$ cat src/rtl/fifo_drain_reader_if.sv
// Valid/ready word stream from the FIFO drain reader to downstream logic.
// Optional parity wire present when FIFO_RD_PARITY_EN is defined.
interface fifo_drain_reader_if #(
  parameter int unsigned WIDTH = 8
);
  logic [WIDTH-1:0] data;
  logic             valid;
  logic             ready;
`ifdef FIFO_RD_PARITY_EN
  logic             par;

  modport master (output data, output valid, output par, input ready);
  modport slave  (input data, input valid, input par, output ready);
`else
  modport master (output data, output valid, input ready);
  modport slave  (input data, input valid, output ready);
`endif
endinterface

$ cat src/rtl/fifo_drain_reader.sv
// Drains the synchronous FIFO into a 2-entry buffer that hides its read latency and streams
// words out on valid/ready. Optional per-entry parity via FIFO_RD_PARITY_EN.
module fifo_drain_reader #(
  parameter int unsigned WIDTH = 8,
  parameter int unsigned CNT_W = 16
) (
  input  logic                clk,
  input  logic                rst,
  input  logic                en,
  input  logic                fifo_empty,
  input  logic [WIDTH-1:0]    fifo_dout,
  output logic                fifo_rd,
  fifo_drain_reader_if.master out,
  output logic                busy,
  output logic [CNT_W-1:0]    word_cnt
);

  logic [WIDTH-1:0] mem_q [2];
  logic [1:0]       occ_q, occ_d;
  logic             head_q, head_d;
  logic             inflight_q;
  logic [CNT_W-1:0] cnt_q;
  logic             pop;
  logic             wr_idx;
  logic [2:0]       pending;

  assign pop = out.valid && out.ready;

  // Buffer slots still claimed next cycle; an in-flight word already owns one.
  assign pending = {1'b0, occ_q} + {2'b00, inflight_q} - {2'b00, pop};
  assign fifo_rd = !rst && en && !fifo_empty && (pending < 3'd2);

  // Occupancy plus in-flight never exceeds 2, so a capture only meets occupancy 0 or 1.
  assign wr_idx = head_q ^ occ_q[0];

  always_comb begin
    occ_d  = pending[1:0];
    head_d = head_q ^ pop;
  end

  always_ff @(posedge clk or posedge rst) begin
    if (rst) begin
      mem_q[0]   <= '0;
      mem_q[1]   <= '0;
      occ_q      <= '0;
      head_q     <= 1'b0;
      inflight_q <= 1'b0;
      cnt_q      <= '0;
    end else begin
      inflight_q <= fifo_rd;
      occ_q      <= occ_d;
      head_q     <= head_d;
      if (inflight_q) begin
        mem_q[wr_idx] <= fifo_dout;
      end
      if (pop) begin
        cnt_q <= cnt_q + CNT_W'(1);
      end
    end
  end

`ifdef FIFO_RD_PARITY_EN
  logic par_q [2];

  always_ff @(posedge clk or posedge rst) begin
    if (rst) begin
      par_q[0] <= 1'b0;
      par_q[1] <= 1'b0;
    end else if (inflight_q) begin
      par_q[wr_idx] <= ^fifo_dout;
    end
  end

  always_comb begin
    out.par = par_q[head_q];
  end
`endif

  always_comb begin
    out.valid = (occ_q != 2'd0);
    out.data  = mem_q[head_q];
    busy      = inflight_q || (occ_q != 2'd0);
    word_cnt  = cnt_q;
  end

endmodule

$ cat src/flat_wrapper.sv
// flat-port wrapper written by rule: the top's interface ports become plain ports
module fifo_drain_reader_flat 
#(
  parameter int unsigned WIDTH = 8,
  parameter int unsigned CNT_W = 16
)
  (clk, rst, en, fifo_empty, fifo_dout, fifo_rd, busy, word_cnt, out_data, out_valid, out_ready);
  fifo_drain_reader_if #(.WIDTH(WIDTH)) out_i ();
  input  logic clk;
  input  logic rst;
  input  logic en;
  input  logic fifo_empty;
  input  logic [WIDTH-1:0] fifo_dout;
  output logic fifo_rd;
  output logic busy;
  output logic [CNT_W-1:0] word_cnt;
  output wire logic [$bits(out_i.data)-1:0] out_data;
  output wire logic [$bits(out_i.valid)-1:0] out_valid;
  input wire logic [$bits(out_i.ready)-1:0] out_ready;
  assign out_data = out_i.data;
  assign out_valid = out_i.valid;
  assign out_i.ready = out_ready;
  fifo_drain_reader #(.WIDTH(WIDTH), .CNT_W(CNT_W)) u_core (.clk(clk), .rst(rst), .en(en), .fifo_empty(fifo_empty), .fifo_dout(fifo_dout), .fifo_rd(fifo_rd), .out(out_i), .busy(busy), .word_cnt(word_cnt));
endmodule
$ cat config.mk
export PLATFORM = sky130hd
export DESIGN_NAME = fifo_drain_reader_flat
export DESIGN_NICKNAME = d
export VERILOG_FILES = /design/src/rtl/fifo_drain_reader_if.sv /design/src/rtl/fifo_drain_reader.sv /design/src/flat_wrapper.sv
export SDC_FILE = /design/constraint.sdc
export NUM_CORES = 1
export LEC_CHECK = 0
export CORE_MARGIN = 1.5
export CORE_UTILIZATION = 52
export CTS_CLUSTER_SIZE = 12
export DETAILED_ROUTE_END_ITERATION = 8
export GPL_TIMING_DRIVEN = 0
export PLACE_DENSITY_LB_ADDON = 0.2
export SETUP_SLACK_MARGIN = 0.5
export SYNTH_ARGS = -nofsm -noshare
export SYNTH_HDL_FRONTEND = slang
export SYNTH_SLANG_ARGS = --single-unit
$ cat constraint.sdc
create_clock -name clk -period 4.31 [get_ports clk]
set_clock_uncertainty 0.2 [all_clocks]
set_input_delay 0.862 -clock clk [delete_from_list [all_inputs] [get_ports clk]]
set_output_delay 0.862 -clock clk [all_outputs]
set_load 0.01 [all_outputs]
==> flow_summary.ini <==
[status]
status = finished, final reports clean

[routing]
ant_nets = 0
wire_per_inst_um = 15.1
totalWireLength_um = 3280
drc = 0
viasPerCell = 5.04
drtIter0Drc = 34
vias = 1099
dr.pass1.iters = 3

[grt]
grt_pass1_wl_um = 5220
antenna_found_initial = 0
grt_pass1_vias = 1121
grt_use_total_pct = 20.4
grt_remaining_overflow = 0
grt_max_degree = 38

[power]
seqPwrFrac_pct = 40.3
p_leak_nw = 0.995
power_density_nw_per_um2 = 626
internal-power_w = 0.000937
p_sw_w = 0.000452
ir_drop_uv = 375
switching_share_pct = 32.5
combinationalPowerShare_pct = 47.8
power_frac_clock_pct = 11.9

[die]
die_w_um = 59.8
io_pins = 40
core_area_sq_um = 3050
dieArea_sq_um = 3580
rows = 20
dieHeight_um = 59.8
start_util_pct = 55.0

[sta]
finalSetupTns_ns = 0
hold_viol_final = 0
setup_slack_ns = 0.599
slew_violations = 0
slew_headroom_pct = 47.3
rsz0062_at_grt = no
setup_viol = 0
worst_pin_slew_ns = 0.787
fin_crit_sh_pct = 86.1
min_period_ns = 3.71
max_freq_mhz = 269

[clocking]
cts_made_buffers = 5
cts-htree-levels = 2
clk_latency_ns = 0.34
clk_pin_slew_ns = 0.10
cts-root-buf = clkbuf_4
cts_max_path_buffers = 2
cts_tree = built
clock-sinks = 36

[setup_path]
cpMaxStageDelayCell = fa_1
critPathLaunchType = primary input
critPathBufInv = 4
arrival_ns = 2.65
critPathMaxStageDelay_ns = 0.46
crit_type = in -> out
critPathCaptureType = output port
cp_max_fo = 2
crit_path_cell_trace = clkdlybuf4s15_1, o21a_1, buf_6, ha_4, inv_1, ha_2, fa_1, nor2_1, and4_1, buf_2
crit_family = adder cells
worstPathRequired_ns = 3.25

[cells_and_area]
register_area_sq_um = 901
num-fill-cells = 237
nNetsFinal = 191
multi_input_area_sq_um = 731
syn_to_final_growth_pct = 31.9
final_core_util_pct = 72.6
antennaDiodeCount = 0
drive_gt1_share_pct = 27.0

[synthesis]
synth-edff-count = 0
synthesis.nets = 141
synth_top_cell_by_area = dfrtp_1
synth-main-ff-cell = dfrtp_1
yosysMostFrequentCell = dfrtp_1
yosysWarnings = 0
avgSynthCellArea_sq_um = 13.6
synth_cell_type_count = 24
yosysSeqAreaShare_pct = 53.6
synth.area.top_cells = dfrtp_1 54%, mux2_2 11%, mux2_4 7.1%, xnor2_1 5.7%, xor2_1 3.6%
async_flop_share_pct = 100
synth_common_cells = 36 x dfrtp_1, 17 x mux2_2, 11 x xnor2_1
ys_ff_latch = 36
yosysTopAreaCellShare_pct = 53.6
synth_cells = 124
synth_area_sq_um = 1680

[placed_design]
place_hpwl_um = 2330
portBuffers = 39
place_congestion = 0.705
pre_cts_slack_ns = -0.187

[run]
maxCapViolCount = 0

[min_path]
hp-class = reg -> reg
## power groups by stage
| stage | sequential (W) | clock (W) | combinational (W) |
|---|---|---|---|
| 3_3_place_gp | 0.000548 | 0 | 0.000601 |
| 4_1_cts | 0.000559 | 0.000172 | 0.000661 |
| 5_1_grt | 0.000577 | 0.000186 | 0.000717 |
| 6_report | 0.000560 | 0.000165 | 0.000664 |
| 3_5_place_dp | 0.000567 | 0 | 0.000630 |
| 2_1_floorplan | 0.000550 | 0 | 0.000359 |
## repair_timing
| action | CTS | global route |
|---|---|---|
| hold buffers | 0 | 0 |
| setup endpoints to repair | 1 | 1 |
| resized for setup | 10 | 0 |
| buffers inserted | 2 | 1 |
| pin swaps | 4 | 3 |
| gates cloned | 0 | 1 |
## cell type report
cell class,instances,area share (%)
plain buffers,4,1.86
clock buffers,6,1.86
clock inverters,1,0.226
inverters,7,1.35
multi-input cells,77,33.0
flip-flops and latches,36,40.6
well taps,44,2.48
repair buffers,42,18.4
repair inverters,1,0.226
## logic make-up after synthesis
group                      synth area share, %
DFF                                       53.6
adders and majority gates                 3.43
AOI/OAI and AO/OA                        0.447
muxes                                     18.5
xor gates and xnor gates                  9.38
buffers and inverters                     3.80
and+or+nand+nor                           10.8
## metal layers
layer | up-vias | wire [um] | share of wire [%] | global-route usage [%]
met5 | - | 0 | 0 | 0
met1 | 546 | 1380 | 42 | 23.5
met4 | 0 | 77 | 2.3 | 9.21
li1 | 517 | - | - | -
met2 | 28 | 1690 | 51 | 34.3
met3 | 8 | 144 | 4.4 | 6.93
## worst paths after layout
kind | slack, ns | from | cells past startpoint | end
worst max-delay path | 0.60 | out_ready | 10 | fifo_rd
worst min-delay path | 0.28 | u_core.word_cnt[15] | 1 | u_core.word_cnt[15]
worst max register to register | 2.02 | u_core.occ_q[0] | 8 | u_core.inflight_q
worst min register to register | 0.28 | u_core.word_cnt[15] | 1 | u_core.word_cnt[15]
max in group asynchronous | 2.68 | rst | 2 | u_core.mem_q[0]
min in group asynchronous | 0.71 | rst | 2 | u_core.word_cnt[11]
## per-stage QoR
stage / hold WS [ns] / power [W] / instances / cell area (sq um)
2_1_floorplan: 0.274 / 0.000910 / 124 / 1680
3_3_place_gp: 0.258 / 0.00115 / 207 / 2130
3_5_place_dp: 0.265 / 0.00120 / 207 / 2130
4_1_cts: 0.284 / 0.00139 / 216 / 2200
5_1_grt: 0.301 / 0.00148 / 218 / 2220
6_report: 0.276 / 0.00139 / 218 / 2220
## cell usage in the layout (no fill, tap or decap)
cell	n
clkdlybuf4s50_1	37
dfrtp_1	36
mux2_2	17
xnor2_1	11
mux2_4	8
xor2_1	7
nand2_1	7
inv_1	6
clkbuf_4	5
buf_4	4
nor2_1	4
nand3_1	4
buf_6	3
nand4_1	3
and3_1	2
nor3_2	2
o21a_1	1
or2_1	1
nand4_4	1
nand4_2	1
nand2b_1	1
clkinvlp_4	1
and4_1	1
and2_1	1
nand3b_1	1
fa_1	1
ha_1	1
ha_4	1
ha_2	1
clkbuf_1	1
clkinv_2	1
clkinvlp_2	1
clkdlybuf4s15_1	1
buf_2	1
## sequential cells by signal (all words and copies together), names as in the netlist
signal,flops
u_core.inflight_q,1
u_core.head_q,1
u_core.word_cnt,16
u_core.mem_q,16
u_core.occ_q,2
(Power assumes the default switching activity.)
==> patch: new RTL, same flow settings <==
`WIDTH` is set to 8 in 3 places; all go to 6.
--- a/src/rtl/fifo_drain_reader_if.sv
+++ b/src/rtl/fifo_drain_reader_if.sv
@@ -2,5 +2,5 @@
 // Optional parity wire present when FIFO_RD_PARITY_EN is defined.
 interface fifo_drain_reader_if #(
-  parameter int unsigned WIDTH = 8
+  parameter int unsigned WIDTH = 6
 );
   logic [WIDTH-1:0] data;
--- a/src/rtl/fifo_drain_reader.sv
+++ b/src/rtl/fifo_drain_reader.sv
@@ -2,5 +2,5 @@
 // words out on valid/ready. Optional per-entry parity via FIFO_RD_PARITY_EN.
 module fifo_drain_reader #(
-  parameter int unsigned WIDTH = 8,
+  parameter int unsigned WIDTH = 6,
   parameter int unsigned CNT_W = 16
 ) (
--- a/src/flat_wrapper.sv
+++ b/src/flat_wrapper.sv
@@ -2,5 +2,5 @@
 module fifo_drain_reader_flat 
 #(
-  parameter int unsigned WIDTH = 8,
+  parameter int unsigned WIDTH = 6,
   parameter int unsigned CNT_W = 16
 )
Interface: changed (resized fifo_dout and out_data); port bits go from 40 to 36. No check against the original RTL was run, so the function may have changed too.
==> patch against the unedited design <==
Critical path depth stayed put; worst setup slack better by 28 ps; sequential cell count down 4; cell area fell by 8.4%; synthesized cell count is 8.9% lower; clock power grew 8%; via count fell by 11%; wire length shrank 22%; die area down 8.3%; first-iteration DRC count fell by 53%; power shrank 14%; synthesized area decreased by 8.7%; critical path type unchanged; critical endpoint unchanged; largest cell class unchanged; largest power group unchanged.
==> patch: results (changes against the unedited design) <==
| Metric | Value |
|---|---|
| Clock period minus worst slack | `3680 ps (-28.4 ps)` |
| Delay contributed by the slowest stage of the critical path | `530 ps (+70 ps)` |
| Hold_ws | `277 ps (+0.471 ps)` |
| Synth cell types | `23 (-4.2%)` |
| Multi-input gates | `70 (-9.1%)` |
| Fraction of final layout cells sized beyond drive strength 1 | `29.6% (+2.5 points)` |
| Sequential cell area in the final layout | `801 µm² (-11%)` |
| Proportion of cell area occupied by multi-input gates | `33.1% (+0.13 points)` |
| Gpl congestion | `0.719 (+2.0%)` |
| Instance area at placement | `1920 µm² (-9.5%)` |
| Number of filler instances in the final layout | `212 (-11%)` |
| Half-perimeter wire length of the detailed placement result | `1830 µm (-22%)` |
| Number of resized instances in the post-cts repair step | `7 (-3)` |
| Flop-to-flop setup slack | `1990 ps (-30 ps)` |
| Global-route wire length before repair | `4420 µm (-15%)` |
| Length of routed met3 wiring | `121 µm (-16%)` |
| VDD IR-drop max | `0.597 mV (+59%)` |
| Sw power | `0.381 mW (-16%)` |
| Top cells by area in the synthesized netlist | `dfrtp_1, mux2_2, xnor2_1` |
| Layout Cells excl Fill | `190 (-13%)` |
| Worst-case setup slack after placement | `-57.1 ps (+130 ps)` |
| Non-clock buffer area fraction after layout | `21.4% (+1.2 points)` |
| Syn nets | `128 (-9.2%)` |
| Status | `completed` |
| Layout buffer count excluding clock buffers | `43 (-6.5%)` |
| Number of buffer cells added on primary ports | `35 (-10%)` |
| Global-route usage over all layers | `18.2% (-2.2 points)` |
| Worst-case headroom to the max-slew limit | `80.0% (+33 points)` |
| Met3 Track Usage GR | `5.67% (-1.3 points)` |
| Detail-routed via count per cell | `5.16 (+2.3%)` |
| Post CTS Setup Buffer Count | `1 (-1)` |
| Initial drt markers | `16 (-53%)` |
| Clock network contribution to total cell area | `3.02% (+0.93 points)` |
| Largest net degree at the start of global routing | `34 (-11%)` |
| M1 GR Usage | `21.7% (-1.8 points)` |
| Placed instance count | `179 (-14%)` |
| Post-route met1 wirelength | `1120 µm (-19%)` |
| Leakage power | `0.902 nW (-9.4%)` |
| Share of synthesized area occupied by flip-flops and latches | `52.2% (-1.4 points)` |
| Number of global-route vias before repair | `1004 (-10%)` |
| Slowest cell on the critical path | `fa_2` |
| Die Area | `3290 µm² (-8.3%)` |
## patch: changes by cell type after synthesis, sizes merged, moves of 2 or more
cell / change
mux2: -6
and4: +2
xor2: -2
nand3: +2
xnor2: +2
dfrtp: -4
nor2: -2
## patch: stage by stage
step	total power, mW	util (%)	setup TNS, ps
finish	1.20	73.0	0
global route	1.28	73.0	0
CTS	1.20	71.6	0
detailed placement	1.01	69.1	-57.1
global placement	0.997	69.1	-36.6
floorplan	0.788	-	0
## patch: kinds of logic (layout without fill, tap and decap cells)
group | Yosys count | after routing | synth area share [%]
multiplexers | 19 | 19 | 15.4
AO/OA/AOI/OAI | 1 | 1 | 0.490
adder cells (fa/ha/maj) | 4 | 4 | 3.75
buffers and inverters | 11 | 57 | 5.14
AND/OR/NAND/NOR | 28 | 28 | 12.2
flip-flops | 32 | 32 | 52.2
XOR/XNOR | 18 | 18 | 10.8
